### src/rtl/lc3_writeback_responder.sv
// LC3 Writeback stage: selects the writeback value, owns the register file, NZP codes and commit counter.
// Optional write-through forwarding of the committing value to d1/d2 is enabled by defining WB_BYPASS_EN.
module lc3_writeback_responder #(
   parameter  int DATA_WIDTH = 16,
   parameter  int NUM_REGS   = 8,
   parameter  int CNT_WIDTH  = 16,
   localparam int IDX_W      = $clog2(NUM_REGS)
) (
   input  logic                  clock,
   input  logic                  reset,
   input  logic                  enable_writeback,
   input  logic [DATA_WIDTH-1:0] npc,
   input  logic [1:0]            W_control_in,
   input  logic [DATA_WIDTH-1:0] aluout,
   input  logic [DATA_WIDTH-1:0] pcout,
   input  logic [DATA_WIDTH-1:0] memout,
   input  logic [IDX_W-1:0]      sr1,
   input  logic [IDX_W-1:0]      sr2,
   input  logic [IDX_W-1:0]      dr,
   output logic [DATA_WIDTH-1:0] d1,
   output logic [DATA_WIDTH-1:0] d2,
   output logic [2:0]            psr,
   output logic [DATA_WIDTH-1:0] wb_value,
   output logic [CNT_WIDTH-1:0]  wb_count
);

   logic [DATA_WIDTH-1:0] regs [NUM_REGS];
   logic [2:0]            next_psr;

   // A full case keeps unselected (possibly X) sources out of the result.
   always_comb begin
      wb_value = aluout;
      unique case (W_control_in)
         2'd0: wb_value = aluout;
         2'd1: wb_value = memout;
         2'd2: wb_value = pcout;
         2'd3: wb_value = npc;
      endcase
   end

   always_comb begin
      if (wb_value[DATA_WIDTH-1])
         next_psr = 3'b100;
      else if (wb_value == '0)
         next_psr = 3'b010;
      else
         next_psr = 3'b001;
   end

   always_ff @(posedge clock or negedge reset) begin
      if (!reset) begin
         for (int i = 0; i < NUM_REGS; i++)
            regs[i] <= '0;
         psr      <= 3'b000;
         wb_count <= '0;
      end else if (enable_writeback) begin
         regs[dr] <= wb_value;
         psr      <= next_psr;
         wb_count <= wb_count + 1'b1;
      end
   end

`ifdef WB_BYPASS_EN
   // Forward the value being committed so Execute sees it in the same cycle.
   assign d1 = (enable_writeback && (sr1 == dr)) ? wb_value : regs[sr1];
   assign d2 = (enable_writeback && (sr2 == dr)) ? wb_value : regs[sr2];
`else
   assign d1 = regs[sr1];
   assign d2 = regs[sr2];
`endif

endmodule
### config.mk
export PLATFORM = sky130hd
export DESIGN_NAME = lc3_writeback_responder
export DESIGN_NICKNAME = d
export VERILOG_FILES = /design/src/rtl/lc3_writeback_responder.sv
export SDC_FILE = /design/constraint.sdc
export NUM_CORES = 1
export LEC_CHECK = 0
export ABC_CLOCK_PERIOD_IN_PS = 4200
export CAP_MARGIN = 20
export CORE_MARGIN = 2
export CORE_UTILIZATION = 40
export DETAILED_ROUTE_END_ITERATION = 10
export PLACE_DENSITY = 0.76
export SYNTH_ARGS = -nofsm -noshare
export SYNTH_HDL_FRONTEND = slang
export SYNTH_SLANG_ARGS = --single-unit
### constraint.sdc
create_clock -name clock -period 4.2 [get_ports clock]
set_input_delay 0.63 -clock clock [delete_from_list [all_inputs] [get_ports clock]]
set_output_delay 0.63 -clock clock [all_outputs]
set_load 0.005 [all_outputs]
==> metrics.md, run 1 <==
| Metric | Value |
|---|---|
| Outcome | `completed` |
| Worst-Skew Late Latency | `0.43 ns` |
| Largest family of logic cells by synthesized area | `multiplexers` |
| Die height | `145 µm` |
| Initial antenna violation count | `0` |
| Top FF cell, synth | `dfrtp_1` |
| Dpl hpwl | `13.4 mm` |
| WL final | `20.4 mm` |
| Largest cells by area after synthesis | `dfrtp_1 47%, mux2_2 23%, mux4_2 22%` |
| Synth cell types | `32` |
| Busiest grt layer | `met2` |
| Lkg Pwr | `0.00409 µW` |
| Final Cycle Share | `80.2%` |
| Root buffer cell | `clkbuf_16` |
| Ys Warns | `0` |
| Number of cell rows | `around 50` |
| Remaining antenna violation count | `0` |
| Pins over their slew limit | `0` |
| Area growth syn-to-layout | `30.4%` |
| H-Tree Level Count | `4` |
| Flop pwr share | `40.4%` |
| DR pass1 iterations | `4` |
| Share of cells above drive strength 1 | `45.7%` |
| Clk sinks | `~150` |
| # setup viols final | `0` |
| Nature of the critical path endpoint | `primary output` |
| Detailed Route Iter0 Violations | `~250` |
| Compound-Gate Fraction of Synth Area | `0.443%` |
| Fill cell count | `1576` |
| Total GRT Usage | `a little over 20%` |
| FF+latch count, synth | `147` |
| Peak supply drop | `304 µV` |
| Clock buffer depth | `2` |
| Port bufs | `approximately 140` |
| Largest net degree at the start of global routing | `121` |
| N_diodes | `0` |
| Pwr Density | `495 nW/µm²` |
| Max_cap viols | `0` |
| GRT overflow | `0` |
| FMAX | `about 300 MHz` |
| Die X-Extent | `145 µm` |
| Initial Utilization | `40.6%` |
| Hold violation total from the final report | `0` |
| Residual DRC count | `0` |
| Switching pwr | `1330 µW` |
| Met1 global-route usage | `26.5%` |
| Internal | `3770 µW` |
| Drt via density | `roughly 5.6` |
| Vias in the first global route | `5565` |
| Slew headroom | `58.4%` |
| Seq/Total Area, Yosys | `46.5%` |
| Die area | `20900 µm²` |
| Design Power | `about 5000 µW` |
| Worst Hold Class | `in -> async` |
| Post-CTS setup buffer count | `0` |
| Number of synthesized flops with an enable pin | `0` |
| Gpl congestion | `0.732` |
| CTS hold repair buffers | `0` |
| Slew @ Worst Pin | `0.623 ns` |
| First-pass GRT wire length | `31.3 mm` |
| Synth Area in Simple Gates | `3.37%` |
| TritonCTS Buffers | `17` |
| Synth Area in XOR/XNOR | `~1.7%` |
| Net Sw Frac | `between 20% and 30%` |
| Avg Cell Area, Syn | `around 16 µm²` |
| Worst EP arrival | `2.74 ns` |
| Net Count, Synth | `568` |
| WS Path Type | `in -> out` |
| Clock share of power | `between 30% and 40%` |
| Met2 usage | `between 30% and 40%` |
| Comb pwr share | `28.4%` |
| Max FO, Critical Path | `32` |
| Synth Area in Adders | `0.158%` |
| CP startpoint kind | `input port` |
| Mux cell area share after synthesis | `45.5%` |
| Clock slew at reported path FFs | `0.06 ns` |
| Cts repair resizes | `0` |
| RSZ-0062 raised after global routing | `false` |
| Syn Std Cell Area | `between 7000 and 8000 µm²` |
| DR WL/cell | `22.3 µm` |
| Vias | `between 5000 and 6000` |
| IO Pins | `145` |
| Post-synth ARST share | `100%` |
| Req. time, crit path | `3.57 ns` |
| Final #Nets | `just over 700` |
| CTS tree | `done` |
| Gate Count Post-Synth | `489` |
| Synth top area share | `a little under half` |
| Min Tclk post-route | `approximately 3.4 ns` |
| GR met3 Demand/Resource | `4.80%` |
| Core ar. | `slightly below 20000 µm²` |
| Setup_tns | `0 ns` |
| Final Skew | `0.00266 ns` |
| Cell taking the most area after synthesis | `dfrtp_1` |
## worst max-delay path, stage by stage
cell and delay, ns:
clkdlybuf4s50_1 0.46, buf_4 0.45, mux4_2 0.40, mux2_2 0.29
clkdlybuf4s50_1 0.48
## through the flow
step           hold slack (ns)  cells  utilization [%]  setup slack, ns  cell area, µm²
3_5_place_dp             0.490    880             49.6            0.817            9660
6_report                 0.121    913             53.0            0.831           10300
2_1_floorplan            0.334    489                -             1.63            7910
5_1_grt                  0.145    913             53.0            0.744           10300
4_1_cts                  0.445    912             52.8            0.814           10300
3_3_place_gp             0.473    880             49.6            0.837            9660
## cells in the final DEF (no fill, tap or decap), types with 4 or more instances in the layout
master           Yosys  layout
nand2_1             11      11
xnor2_1             10      10
mux2_2             159     159
buf_4                1      16
bufinv_16            0       4
xor2_1               5       5
nand3_1              4       4
nand4_1              7       7
clkbuf_16            0      17
o21ai_0              4       4
mux4_2              76      76
dfrtp_1            147     147
clkdlybuf4s50_1      0     141
## state kept, by name (all words and copies together) (netlist names)
name / cells
psr: 3
wb_count: 16
regs: 128
## per-layer routing
metal  vias up  part of all wire, %
met5         -                    0
met1      2716                   40
met3        26                  5.6
li1       2219                    -
met2       139                   53
met4         0                  1.4
## cells by family (layout without fill, tap and decap cells)
family | after synthesis | count (layout)
flops | 147 | 147
fa+ha+maj | 1 | 1
buf+inv | 38 | 197
compound gates | 6 | 6
mux | 240 | 240
xor+xnor | 15 | 15
simple gates | 42 | 42
## power by group through the flow
stage | combinational [µW] | clock (µW) | sequential, µW
finish | 1450 | 1590 | 2060
CTS | 1470 | 1620 | 2060
floorplan | 881 | 0 | 1980
global placement | 1410 | 0 | 2020
detailed placement | 1460 | 0 | 2080
global route | 1560 | 1680 | 2110
## worst paths after layout
kind	startpoint	endpoint	slack [ns]	depth (start not counted)
max	sr1[1]	d1[10]	0.83	5
min	reset	regs[36]	0.12	1
max reg2reg	wb_count[0]	wb_count[14]	2.56	5
min reg2reg	wb_count[15]	wb_count[15]	0.48	1
max in group asynchronous	reset	regs[124]	2.95	3
min in group clock	wb_count[15]	wb_count[15]	0.48	1
## final cells by class
type | count | area (µm²) | area share (%)
well taps | 265 | 332 | 3.22
flip-flops and latches | 147 | 3680 | 35.7
clock buffers | 19 | 443 | 4.30
clock inverters | 13 | 184 | 1.78
multi-input cells | 304 | 4050 | 39.2
repair buffers | 163 | 1620 | 15.7
inverters | 2 | 7.51 | 0.0728
## synth_stat cells, types with 2 or more instances
cell	number
mux2i_1	2
buf_2	11
nor3b_2	2
and3_1	2
mux4_1	3
mux4_2	76
nand3_1	4
nand4_1	7
nor2_1	3
dfrtp_1	147
xor2_1	5
nand2_1	11
buf_1	2
nor3_1	2
clkbuf_1	20
nor3_2	2
nor4_2	3
nand4b_1	3
xnor2_1	10
mux2_2	159
o21ai_0	4
Power figures use the tool's default switching activity.
==> run 2, diff against run 1 <==
--- a/config.mk
+++ b/config.mk
@@ -5,12 +5,12 @@
 export SDC_FILE = /design/constraint.sdc
 export NUM_CORES = 1
 export LEC_CHECK = 0
-export ABC_CLOCK_PERIOD_IN_PS = 4200
+export ABC_CLOCK_PERIOD_IN_PS = 2900
 export CAP_MARGIN = 20
 export CORE_MARGIN = 2
 export CORE_UTILIZATION = 40
 export DETAILED_ROUTE_END_ITERATION = 10
-export PLACE_DENSITY = 0.76
+export PLACE_DENSITY = 0.78
 export SYNTH_ARGS = -nofsm -noshare
 export SYNTH_HDL_FRONTEND = slang
 export SYNTH_SLANG_ARGS = --single-unit
==> constraint.sdc (replaced) <==
create_clock -name clock -period 2.9 [get_ports clock]
set_input_delay 0.435 -clock clock [delete_from_list [all_inputs] [get_ports clock]]
set_output_delay 0.435 -clock clock [all_outputs]
set_load 0.005 [all_outputs]
==> run 2 against run 1 <==
Compared with the run above:
- wire length grew 4.2%
- clock power grew 51%
- worst hold slack lost 0.082 ns
- largest cell class unchanged
- non-clock buffer count grew 20
- utilization grew 1.2 points
- design area grew 2.2%
- clock-buffer cell count is the same
- critical path depth shrank 1
- highest routed layer unchanged
- worst setup slack lost 0.75 ns
- critical endpoint is now wb_value[1]
- sequential cell count is the same
- via count grew 2.9%
- global-route usage grew 1.1 points
==> metrics.md, run 2 (synthesis gave the netlist of run 1 again) <==
| Metric | Value |
|---|---|
| Share of cells above drive strength 1 | `47.3% (+1.6 points)` |
| Worst Hold Class | `in -> async` |
| H-Tree Level Count | `4 (unchanged)` |
| TritonCTS Buffers | `17 (unchanged)` |
| Min Tclk post-route | `2.82 ns` |
| Largest net degree at the start of global routing | `87 (-28%)` |
| Final Skew | `0.00116 ns (-0.00150 ns)` |
| Worst-Skew Late Latency | `0.42 ns (about the same)` |
| Die X-Extent | `145 µm (unchanged)` |
| Hold violation total from the final report | `0 (unchanged)` |
| Clk sinks | `147 (unchanged)` |
| GRT overflow | `0 (unchanged)` |
| Dpl hpwl | `14.3 mm (+7.0%)` |
| Number of cell rows | `51 (unchanged)` |
| WL final | `21.2 mm (+4.2%)` |
| WS Path Type | `in -> out` |
| Vias | `5249 (+2.9%)` |
| Pins over their slew limit | `0 (unchanged)` |
| RSZ-0062 raised after global routing | `false` |
| IO Pins | `145 (unchanged)` |
| Setup_tns | `0 ns (unchanged)` |
| Commonest cells after routing, fill and taps aside | `159 x mux2_2, 147 x dfrtp_1, 141 x clkdlybuf4s50_1` |
| Slew @ Worst Pin | `0.805 ns (+0.182 ns)` |
| Pwr Density | `717 nW/µm² (+45%)` |
| FMAX | `355 MHz` |
| Clock slew at reported path FFs | `0.06 ns (about the same)` |
| Root buffer cell | `clkbuf_16` |
| Design Power | `7560 µW (+48%)` |
| Lkg Pwr | `0.00421 µW (+3.0%)` |
| Fin cells | `933 (+2.2%)` |
| Gpl congestion | `0.769 (+5.0%)` |
| Peak supply drop | `480 µV (+58%)` |
| Placed cells | `900 (+2.3%)` |
| Reg area | `3680 µm² (unchanged)` |
| Total GRT Usage | `21.5% (+1.1 points)` |
| Port bufs | `144 (unchanged)` |
| Initial antenna violation count | `0 (unchanged)` |
| Max_cap viols | `0 (unchanged)` |
| Biggest register | `regs` |
| DR WL/cell | `22.7 µm (+2.0%)` |
| Final #Nets | `734 (+2.8%)` |
| Biggest regs | `regs x128, wb_count x16, psr x3` |
| Final Cycle Share | `a little over nine tenths` |
| N_diodes | `0 (unchanged)` |
| CP startpoint kind | `input port` |
| Slew headroom | `46.3% (-12 points)` |
| Final Instance Area | `10500 µm² (+2.2%)` |
| Area of the multi-input gates | `4050 µm² (unchanged)` |
| First-pass GRT wire length | `33.0 mm (+5.2%)` |
| Initial Utilization | `40.6% (unchanged)` |
| Nature of the critical path endpoint | `primary output` |
| CTS tree | `done` |
| Core ar. | `19500 µm² (unchanged)` |
| Detailed Route Iter0 Violations | `360 (+43%)` |
| Die area | `20900 µm² (unchanged)` |
| Fill cell count | `1540 (-2.3%)` |
| Cts repair resizes | `0 (unchanged)` |
| Commonest non-fill, non-tap cell in the layout | `mux2_2` |
| Die height | `145 µm (unchanged)` |
| Req. time, crit path | `2.47 ns (-1.10 ns)` |
| DR pass1 iterations | `4 (unchanged)` |
| Placed cell areas | `9880 µm² (+2.3%)` |
| Clock buffer depth | `2 (unchanged)` |
| Outcome | `completed` |
| Remaining antenna violation count | `0 (unchanged)` |
| Worst EP arrival | `2.38 ns (-0.36 ns)` |
| Residual DRC count | `0 (unchanged)` |
| Max reg flops | `128 (unchanged)` |
| # setup viols final | `0 (unchanged)` |
| Drt via density | `5.63 (+0.72%)` |
| Area growth syn-to-layout | `33.3%` |
| Vias in the first global route | `5772 (+3.7%)` |
| Max FO, Critical Path | `10 (-69%)` |
run 2: area by class of cell:
class	instances	share of cell area [%]
Multi-Input combinational cell	304	38.4
Clock buffer	19	4.20
Tap cell	265	3.15
Sequential cell	147	34.9
Timing Repair Buffer	183	17.3
Clock inverter	13	1.97
Inverter	2	0.0712
run 2: final timing paths:
| check | from | endpoint | slack, ns | cells after the start |
|---|---|---|---|---|
| max | W_control_in[0] | wb_value[1] | 0.08 | 4 |
| min | reset | regs[116] | 0.04 | 1 |
| max reg2reg | wb_count[0] | wb_count[12] | 1.34 | 5 |
| min reg2reg | wb_count[15] | wb_count[15] | 0.48 | 1 |
| max in group asynchronous | reset | regs[111] | 2.04 | 2 |
| min in group clock | wb_count[15] | wb_count[15] | 0.48 | 1 |
run 2: stage by stage:
stage,hold slack [ns],worst slack (ns),util (%)
after floorplan,0.139,0.720,-
after global placement,0.462,0.0964,50.8
after detailed placement,0.473,0.0666,50.8
after CTS,0.109,0.0700,54.1
after global routing,0.117,0.00109,54.2
final,0.0383,0.0842,54.2
run 2: report_power, final:
part | switching (µW) | internal [µW] | leakage [µW] | total [µW]
Combinational | 704 | 1460 | 0.00212 | 2170
Sequential | 413 | 2580 | 0.00179 | 2990
Clock | 854 | 1550 | 0.000305 | 2400
run 2: what timing repair did:
action | in CTS | in global routing
hold buffers | 0 | 0
setup endpoints to repair | 0 | 1
setup buffers | 0 | 1
run 2: worst max-delay path, stage by stage:
cell and delay, ns:
clkdlybuf4s50_1 0.53, buf_4 0.26, mux4_2 0.66, clkdlybuf4s50_1 0.49
run 2: per-layer routing:
metal	track usage (%)	up-vias	wire [µm]
met5	0	-	0
met2	36.2	153	11100
met3	5.10	26	1050
met1	27.9	2818	8700
li1	-	2252	-
met4	6.44	0	342
==> run 3, diff against run 2 <==
--- a/config.mk
+++ b/config.mk
@@ -10,7 +10,7 @@
 export CORE_MARGIN = 2
 export CORE_UTILIZATION = 40
 export DETAILED_ROUTE_END_ITERATION = 10
-export PLACE_DENSITY = 0.78
+export PLACE_DENSITY = 0.74
 export SYNTH_ARGS = -nofsm -noshare
 export SYNTH_HDL_FRONTEND = slang
 export SYNTH_SLANG_ARGS = --single-unit
==> run 3 against run 2 <==
Compared with the run above:
- clock-buffer cell count increased by 2
- register-to-register slack about the same
- critical endpoint unchanged
- global-route usage increased by 0.27 points
- total power decreased by 1.3%
- sequential cell count is the same
- combinational power hardly changed
- clock skew grew 0.0010 ns
==> metrics.md, run 3 (synthesis gave the netlist of run 1 again) <==
| Metric | Value |
|---|---|
| Outcome | `completed` |
| Remaining antenna violation count | `0 (unchanged)` |
| CTS tree | `done` |
| Largest net degree at the start of global routing | `64 (-26%)` |
| Port bufs | `144 (unchanged)` |
| Flop pwr share | `40.1% (+0.5 points)` |
| GRT overflow | `0 (unchanged)` |
| Initial Utilization | `40.6% (unchanged)` |
| Placement Setup Slack | `0.0850 ns (+0.0184 ns)` |
| DR WL/cell | `22.8 µm (+0.36%)` |
| Clock buffer depth | `2 (unchanged)` |
| WS Path Type | `in -> out` |
| WL final | `21.4 mm (+0.90%)` |
| Die area | `20900 µm² (unchanged)` |
| Fill cell count | `1573 (+2.1%)` |
| Max FO, Critical Path | `10 (unchanged)` |
| Net Sw Frac | `26.4% (+0.30 points)` |
| # setup viols final | `0 (unchanged)` |
| Setup_tns | `0 ns (unchanged)` |
| Number of cell rows | `51 (unchanged)` |
| Peak supply drop | `386 µV (-20%)` |
| Slew headroom | `61.4% (+15 points)` |
| Internal | `5490 µW (-1.7%)` |
| Switching pwr | `1970 µW (-0.21%)` |
| Detailed Route Iter0 Violations | `257 (-29%)` |
| Pwr Density | `706 nW/µm² (-1.6%)` |
| Final setup margin | `0.121 ns (+0.0371 ns)` |
| Core ar. | `19500 µm² (unchanged)` |
| Gpl congestion | `0.800 (+4.0%)` |
| H-Tree Level Count | `4 (unchanged)` |
| Pins over their slew limit | `0 (unchanged)` |
| Cts repair resizes | `0 (unchanged)` |
| Die height | `145 µm (unchanged)` |
| Initial antenna violation count | `0 (unchanged)` |
| First-pass GRT wire length | `33.3 mm (+0.90%)` |
| Lkg Pwr | `0.00424 µW (+0.62%)` |
| Share of cells above drive strength 1 | `47.7% (+0.39 points)` |
| Vias | `5288 (+0.74%)` |
| Final #Nets | `739 (+0.68%)` |
| CP startpoint kind | `input port` |
| Post-CTS setup buffer count | `0 (unchanged)` |
| Nature of the critical path endpoint | `primary output` |
| Slew @ Worst Pin | `0.579 ns (-0.226 ns)` |
| Final Skew | `0.00221 ns (+0.00104 ns)` |
| Comb pwr share | `28.8% (about the same)` |
| Hold violation total from the final report | `0 (unchanged)` |
| Final Cycle Share | `95.8% (-1.3 points)` |
| Clk sinks | `147 (unchanged)` |
| TritonCTS Buffers | `17 (unchanged)` |
| IO Pins | `145 (unchanged)` |
| Vias in the first global route | `5815 (+0.74%)` |
| Design Power | `7460 µW (-1.3%)` |
| N_diodes | `0 (unchanged)` |
| Die X-Extent | `145 µm (unchanged)` |
| Max_cap viols | `0 (unchanged)` |
| Commonest non-fill, non-tap cell in the layout | `mux2_2` |
| Dpl hpwl | `14.8 mm (+2.9%)` |
| Req. time, crit path | `2.47 ns (about the same)` |
| Total GRT Usage | `21.8% (+0.27 points)` |
| Commonest cells after routing, fill and taps aside | `159 x mux2_2, 147 x dfrtp_1, 141 x clkdlybuf4s50_1` |
| DR pass1 iterations | `4 (unchanged)` |
| Clock slew at reported path FFs | `0.06 ns (about the same)` |
| FMAX | `360 MHz (+1.3%)` |
| Drt via density | `5.64 (+0.21%)` |
| RSZ-0062 raised after global routing | `false` |
| Clock share of power | `31.1% (-0.7 points)` |
| Max reg flops | `128 (unchanged)` |
| Worst EP arrival | `2.34 ns (-0.04 ns)` |
| Fin util | `54.3% (+0.16 points)` |
| Biggest register | `regs` |
| Area growth syn-to-layout | `33.7%` |
| Worst Hold Class | `reg -> reg` |
| Worst-Skew Late Latency | `0.42 ns (about the same)` |
| Residual DRC count | `0 (unchanged)` |
| Min Tclk post-route | `2.78 ns (-0.0371 ns)` |
| Biggest regs | `regs x128, wb_count x16, psr x3` |
| Hold Slack | `0.486 ns (+0.448 ns)` |
| Root buffer cell | `clkbuf_16` |
==> run 3: changes by cell type in the layout (fill, tap and decap cells not counted), moves of 2 or more <==
cell | previous run | this run
bufinv_16 | 5 | 3
buf_4 | 31 | 34
inv_6 | 0 | 2
clkbuf_8 | 1 | 4
==> run 3: layer usage <==
metal,track usage [%],share of wire [%],vias to the layer above
met5,0,0,-
met4,7.56,1.7,0
met2,37.1,53,145
li1,-,-,2267
met3,4.44,5.2,30
met1,27.9,40,2846
==> run 3: final timing paths <==
check,from,end,slack (ns),cells past startpoint
worst min register to register,wb_count[15],wb_count[15],0.49,1
worst min-delay path,wb_count[15],wb_count[15],0.49,1
worst max register to register,wb_count[0],wb_count[14],1.33,5
min in group asynchronous,reset,regs[55],0.54,2
max in group asynchronous,reset,regs[116],1.55,3
worst max-delay path,W_control_in[0],wb_value[1],0.12,4
==> run 3: power by group through the flow <==
| stage | clock, µW | sequential (µW) | combinational (µW) |
|---|---|---|---|
| global placement | 0 | 2930 | 2110 |
| detailed placement | 0 | 3010 | 2170 |
| finish | 2320 | 2990 | 2150 |
| CTS | 2350 | 2980 | 2190 |
| floorplan | 0 | 2870 | 1280 |
| global route | 2440 | 3060 | 2320 |
==> run 3: critical path, stage by stage <==
cell and delay, ns:
clkdlybuf4s50_1 0.52, buf_4 0.23, mux4_2 0.65, clkdlybuf4s50_1 0.49
==> run 3: final cells by class <==
type | count | area, µm² | share of cell area [%]
Tap cell | 265 | 332 | 3.14
Timing Repair Buffer | 188 | 1880 | 17.8
Multi-Input combinational cell | 304 | 4050 | 38.3
Clock buffer | 21 | 480 | 4.54
Clock inverter | 11 | 149 | 1.41
Inverter | 2 | 7.51 | 0.0710
Sequential cell | 147 | 3680 | 34.8
==> run 3: what timing repair did <==
item                                    in CTS  in global routing
endpoints found under the setup margin       0                  0
hold buffers                                 1                  0
hold endpoints to repair                    13                  0
==> run 3: stage by stage <==
step	instance area, µm²	std cells
2_1_floorplan	7910	489
3_3_place_gp	9930	905
3_5_place_dp	9930	905
4_1_cts	10600	938
5_1_grt	10600	938
6_report	10600	938
